**src/rtl/pipeline_stage_register_pkg.sv**
```systemverilog
// Shared definitions for the pipeline stage register: stage states and
// default bus widths. Optional skid feature: PIPELINE_STAGE_SKID_BUFFER_EN.
package pipeline_stage_register_pkg;

  localparam int DEFAULT_CONTROL_WIDTH = 5;
  localparam int DEFAULT_DATA_WIDTH    = 133;
  localparam int DEFAULT_COUNT_WIDTH   = 16;

  // EMPTY: no instruction held; FULL: output register valid;
  // SKID: output register valid and the skid slot also occupied.
  typedef enum logic [1:0] {
    EMPTY = 2'd0,
    FULL  = 2'd1,
    SKID  = 2'd2
  } stage_state_e;

endpackage

```
**src/rtl/pipeline_stage_register_skid_slot.sv**
```systemverilog
// One-entry skid slot (control + data + valid bit) used by the pipeline
// stage register. Compiled only when PIPELINE_STAGE_SKID_BUFFER_EN is defined.
`ifdef PIPELINE_STAGE_SKID_BUFFER_EN
module pipeline_skid_slot
  import pipeline_stage_register_pkg::*;
#(
  parameter int CONTROL_WIDTH = DEFAULT_CONTROL_WIDTH,
  parameter int DATA_WIDTH    = DEFAULT_DATA_WIDTH
) (
  input  logic                     clk,
  input  logic                     reset,
  input  logic                     load_i,
  input  logic                     clear_i,
  input  logic [CONTROL_WIDTH-1:0] control_i,
  input  logic [DATA_WIDTH-1:0]    data_i,
  output logic                     valid_o,
  output logic [CONTROL_WIDTH-1:0] control_o,
  output logic [DATA_WIDTH-1:0]    data_o
);

  logic                     valid_q;
  logic [CONTROL_WIDTH-1:0] control_q;
  logic [DATA_WIDTH-1:0]    data_q;

  // Occupancy bit: clear (drain or flush) wins over load.
  always_ff @(posedge clk) begin
    if (!reset) begin
      valid_q <= 1'b0;
    end else if (clear_i) begin
      valid_q <= 1'b0;
    end else if (load_i) begin
      valid_q <= 1'b1;
    end
  end

  // Payload capture.
  // NOTE: the payload is deliberately not reset; valid_q alone says whether it means anything.
  always_ff @(posedge clk) begin
    if (load_i) begin
      control_q <= control_i;
      data_q    <= data_i;
    end
  end

  assign valid_o   = valid_q;
  assign control_o = control_q;
  assign data_o    = data_q;

endmodule
`endif

```
**src/rtl/pipeline_stage_register.sv**
```systemverilog
// Pipeline stage register with valid/ready handshake, flush, and a saturating
// stall counter. Defining PIPELINE_STAGE_SKID_BUFFER_EN adds a one-entry skid
// slot and makes ready_out a registered signal.
module pipeline_stage_register
  import pipeline_stage_register_pkg::*;
#(
  parameter int CONTROL_WIDTH = DEFAULT_CONTROL_WIDTH,
  parameter int DATA_WIDTH    = DEFAULT_DATA_WIDTH,
  parameter int COUNT_WIDTH   = DEFAULT_COUNT_WIDTH
) (
  input  logic                     clk,
  input  logic                     reset,
  input  logic                     valid_in,
  output logic                     ready_out,
  input  logic [CONTROL_WIDTH-1:0] control_in,
  input  logic [DATA_WIDTH-1:0]    data_in,
  input  logic                     flush,
  output logic                     valid_out,
  input  logic                     ready_in,
  output logic [CONTROL_WIDTH-1:0] control_out,
  output logic [DATA_WIDTH-1:0]    data_out,
  output logic [COUNT_WIDTH-1:0]   stall_count
);

  stage_state_e             state_q, state_d;
  logic [CONTROL_WIDTH-1:0] control_q, control_d;
  logic [DATA_WIDTH-1:0]    data_q, data_d;
  logic [COUNT_WIDTH-1:0]   count_q, count_d;
  logic                     accept;
  logic                     drain;

  assign valid_out = (state_q != EMPTY);
  assign accept    = valid_in && ready_out;
  assign drain     = valid_out && ready_in;

`ifdef PIPELINE_STAGE_SKID_BUFFER_EN
  logic                     skid_load;
  logic                     skid_clear;
  logic                     skid_valid;
  logic [CONTROL_WIDTH-1:0] skid_control;
  logic [DATA_WIDTH-1:0]    skid_data;

  pipeline_skid_slot #(
    .CONTROL_WIDTH (CONTROL_WIDTH),
    .DATA_WIDTH    (DATA_WIDTH)
  ) u_skid_slot (
    .clk       (clk),
    .reset     (reset),
    .load_i    (skid_load),
    .clear_i   (skid_clear),
    .control_i (control_in),
    .data_i    (data_in),
    .valid_o   (skid_valid),
    .control_o (skid_control),
    .data_o    (skid_data)
  );

  // Registered ready: upstream may send whenever the skid slot is free.
  assign ready_out = !skid_valid;
`else
  // Combinational ready: room if empty, or if the held item leaves this cycle.
  assign ready_out = !valid_out || ready_in;
`endif

  // Next-state and datapath capture; flush overrides every handshake.
  always_comb begin
    // NOTE: every signal written here gets a default first so no latch is inferred.
    state_d   = state_q;
    control_d = control_q;
    data_d    = data_q;
`ifdef PIPELINE_STAGE_SKID_BUFFER_EN
    skid_load  = 1'b0;
    skid_clear = 1'b0;
`endif
    if (flush) begin
      state_d = EMPTY;
`ifdef PIPELINE_STAGE_SKID_BUFFER_EN
      skid_clear = 1'b1;
`endif
    end else begin
      unique case (state_q)
        EMPTY: begin
          if (accept) begin
            state_d   = FULL;
            control_d = control_in;
            data_d    = data_in;
          end
        end
        FULL: begin
          if (drain) begin
            if (accept) begin
              control_d = control_in;
              data_d    = data_in;
            end else begin
              state_d = EMPTY;
            end
          end
`ifdef PIPELINE_STAGE_SKID_BUFFER_EN
          else if (accept) begin
            skid_load = 1'b1;
            state_d   = SKID;
          end
`endif
        end
`ifdef PIPELINE_STAGE_SKID_BUFFER_EN
        SKID: begin
          if (drain) begin
            state_d    = FULL;
            control_d  = skid_control;
            data_d     = skid_data;
            skid_clear = 1'b1;
          end
        end
`endif
        default: state_d = EMPTY;
      endcase
    end
  end

  // Stall counter: counts held-but-blocked cycles, saturating at all-ones.
  always_comb begin
    count_d = count_q;
    if (valid_out && !ready_in && (count_q != {COUNT_WIDTH{1'b1}})) begin
      count_d = count_q + 1'b1;
    end
  end

  // State and output registers with synchronous active-low reset.
  always_ff @(posedge clk) begin
    // NOTE: non-blocking assignments so every register samples pre-edge values.
    if (!reset) begin
      state_q   <= EMPTY;
      control_q <= '0;
      data_q    <= '0;
      count_q   <= '0;
    end else begin
      state_q   <= state_d;
      control_q <= control_d;
      data_q    <= data_d;
      count_q   <= count_d;
    end
  end

  // A bubble must never assert write enables downstream.
  assign control_out = valid_out ? control_q : '0;
  assign data_out    = data_q;
  assign stall_count = count_q;

endmodule

```
**config.mk**
```make
export PLATFORM = sky130hd
export DESIGN_NAME = pipeline_stage_register
export DESIGN_NICKNAME = d
export VERILOG_FILES = /design/src/rtl/pipeline_stage_register_pkg.sv /design/src/rtl/pipeline_stage_register_skid_slot.sv /design/src/rtl/pipeline_stage_register.sv
export SDC_FILE = /design/constraint.sdc
export NUM_CORES = 1
export LEC_CHECK = 0
export BUFFER_PORTS_ARGS = -buffer_cell sky130_fd_sc_hd__buf_2
export CELL_PAD_IN_SITES_DETAIL_PLACEMENT = 0
export CELL_PAD_IN_SITES_GLOBAL_PLACEMENT = 1
export CORE_AREA = 5 5 143 145
export DETAILED_ROUTE_END_ITERATION = 8
export DIE_AREA = 0 0 148 150
export GPL_TIMING_DRIVEN = 0
export PLACE_DENSITY = 0.76
export SYNTH_ARGS = -nofsm -noshare
export SYNTH_HDL_FRONTEND = slang
export SYNTH_SLANG_ARGS = --single-unit
```
**constraint.sdc**
```tcl
create_clock -name clk -period 2.1 [get_ports clk]
set_clock_uncertainty 0.1 [all_clocks]
set_input_delay 0.315 -clock clk [delete_from_list [all_inputs] [get_ports clk]]
set_output_delay 0.315 -clock clk [all_outputs]
set_load 0.03 [all_outputs]
```
==> results.json <==
{
  "grt_max_degree": 17,
  "drive_above_1_share_pct": 35.6,
  "yosysSeqAreaShare_pct": 54.0,
  "nFillCells": 2036,
  "power_frac_comb_pct": 12.3,
  "ys_types": 36,
  "die_w_um": 148,
  "yosysWarnings": 0,
  "cp-start-kind": "flip-flop",
  "htree_levels": 4,
  "total_power_mw": 7.14,
  "post_drt_wl_per_cell_um": 15.1,
  "setup_ws_ns": 0.234,
  "post-place-ws_ns": 0.00823,
  "synth_area_um2": 5750,
  "start_util_pct": 30.1,
  "cts_buffers": 17,
  "hold_path_startpoint": "data_in[7]",
  "grt_pass1_wl_um": 29100,
  "rrSetupSlack_ns": 0.26,
  "fmaxAchievable_mhz": 536,
  "pwr-share-clk_pct": 43.9,
  "outcome": "complete, no violations",
  "cts-root-buf": "clkbuf_16",
  "dr.pass1.iters": 4,
  "min_path_cells": 3,
  "tightest_slew_ns": 0.649,
  "met2_length_um": 9360,
  "postCtsSetupBuffers": 0,
  "hold_viol_final": 0,
  "setup_viol": 0,
  "antenna_found_initial": 3,
  "vias": 5762,
  "endpoint": "ready_out",
  "final_cells": 1281,
  "dp_hpwl_um": 14500,
  "dieArea_um2": 22200,
  "hp-class": "in2reg",
  "rsz0062_at_grt": "false",
  "synthArstFlopShare_pct": 0,
  "gr-total-overflow": 0,
  "final.min_clock_period_ns": 1.87,
  "synthFlopType": "dfxtp_1",
  "pin_count": 299,
  "internal-power_mw": 5.29,
  "slew_viol_final": 0,
  "die_h_um": 150,
  "yosys_register_bits": 155,
  "reg2regPathDepth": 4,
  "synth_nets": 855,
  "synth_edf_count": 0,
  "grt_pass1_vias": 5400,
  "cts_tree": "done",
  "worst_setup_path_end_kind": "output port",
  "drc": 0,
  "maxCapViolCount": 0,
  "power.switching_mw": 1.85,
  "drt_iter0_markers": 174,
  "final_nets": 1173,
  "cp-startpoint": "state_q[0]$_SDFFE_PP0P_",
  "seqPwrFrac_pct": 43.7,
  "holdWs_ns": 0.0366,
  "syn_inst": 711,
  "required_ns": 1.68,
  "slowest_stage": "dfxtp_1",
  "viasPerCell": 4.50,
  "ant_nets": 0,
  "max_stage_delay_ns": 0.46,
  "dpl.cell_count": 1247,
  "worstReg2RegEnd": "stall_count[15]$_SDFFE_PN0P_",
  "cts_buffer_depth": 2,
  "p_leak_nw": 3.79,
  "p_sw_share_pct": 25.9,
  "cts_hold_buf": 1,
  "cts_sinks": 155,
  "syn_to_final_growth_pct": 41.9,
  "setup_tns_ns": 0,
  "dr.max_layer_used": "met5",
  "gp_congestion": 0.758,
  "post-route-period-util_pct": 88.8,
  "core-area_um2": 19100,
  "peakVddDrop_mv": 0.513,
  "crit_chain": "nor2b_4 -> buf_6 -> inv_2 -> buf_2",
  "core.rowCount": 51,
  "power_density_nw_per_um2": 877,
  "met3WireLength_um": 1230,
  "reg2reg_from": "state_q[0]$_SDFFE_PP0P_",
  "cp.arrival_ns": 1.45,
  "grt_usage_pct": 16.6,
  "wirelength_um": 19300,
  "clk_latency_ns": 0.41,
  "critical_path_class": "reg2out",
  "worstPathMaxFanout": 9,
  "m1WireLength_um": 8390,
  "numPortBuffers": 298,
  "synth_area_per_cell_um2": 8.08,
  "ctsResizeCount": 0,
  "slew_headroom_pct": 56.7,
  "path_clk_slew_ns": 0.06
}
-- area by class of cell --
| type | count | area, um^2 | share of cell area (%) |
|---|---|---|---|
| Clock buffer | 20 | 457 | 5.60 |
| Antenna cell | 1 | 2.50 | 0.0307 |
| Timing Repair Buffer | 299 | 1500 | 18.4 |
| Multi-Input combinational cell | 503 | 2330 | 28.6 |
| Clock inverter | 12 | 146 | 1.80 |
| Inverter | 3 | 11.3 | 0.138 |
| Tap cell | 238 | 298 | 3.65 |
| Buffer | 50 | 302 | 3.70 |
| Sequential cell | 155 | 3100 | 38.1 |
-- placed cells by master, fill, tap and decap left out, drive strengths merged, types with 3 or more instances in the layout --
master / count
a21oi: 149
and2: 6
and3: 4
buf: 330
bufinv: 3
clkbuf: 38
clkinv: 6
clkinvlp: 3
dfxtp: 155
inv: 3
mux2i: 11
nand2: 294
nand2b: 9
nand4: 5
-- through the flow --
step / cell area (um^2) / util (%)
final: 8150 / 42.7
after global routing: 8150 / 42.7
after CTS: 8150 / 42.7
after detailed placement: 7530 / 39.5
after global placement: 7530 / 39.5
after floorplan: 5750 / -
-- state kept, by name, summed over array words and instances, names as in the netlist --
register and count:
state_q 1, control_q 5, stall_count 16, data_out 133
-- critical path, delay by kind of cell (launching register included) --
family	cells	cell delay (ns)
buffers and inverters	3	0.40
DFF	1	0.46
and+or+nand+nor	1	0.19
-- cell families after synthesis --
group / synth area share (%)
buf+inv: 5.44
flops: 54.0
compound gates: 14.0
mux: 1.92
simple gates: 24.4
fa+ha+maj: 0.218
-- worst min path at each step --
stage,slack (ns),endpoint
finish,0.04,data_out[7]$_SDFFE_PN0P_
global route,0.02,data_out[74]$_SDFFE_PN0P_
CTS,0.01,data_out[49]$_SDFFE_PN0P_
detailed placement,0.34,data_out[68]$_SDFFE_PN0P_
global placement,0.34,data_out[90]$_SDFFE_PN0P_
floorplan,0.29,state_q[0]$_SDFFE_PP0P_
-- metal layers --
metal / up-vias / track usage, %
met5: - / 0
met4: 4 / 4.57
met3: 24 / 5.36
met2: 181 / 27.8
met1: 2597 / 20.5
li1: 2956 / -
-- power by group through the flow --
stage          Combinational (mW)  Clock [mW]  Sequential, mW
2_1_floorplan               0.289           0            3.42
3_3_place_gp                0.893           0            3.19
3_5_place_dp                0.890           0            3.19
4_1_cts                     0.895        3.24            3.13
5_1_grt                     0.962        3.38            3.14
6_report                    0.882        3.14            3.12
-- cells in the mapped netlist, types with 4 or more instances --
master    count  share of area, %
dfxtp_1     155                54
nand4_1       5              0.54
buf_4        27               3.5
nand2b_1      9              0.98
buf_2         4              0.35
mux2i_1      11               1.9
and2_1        5              0.54
clkbuf_1     18               1.2
a21oi_1     148                13
nand2_1     294                19
No activity file was read; power rests on OpenSTA's default activity.
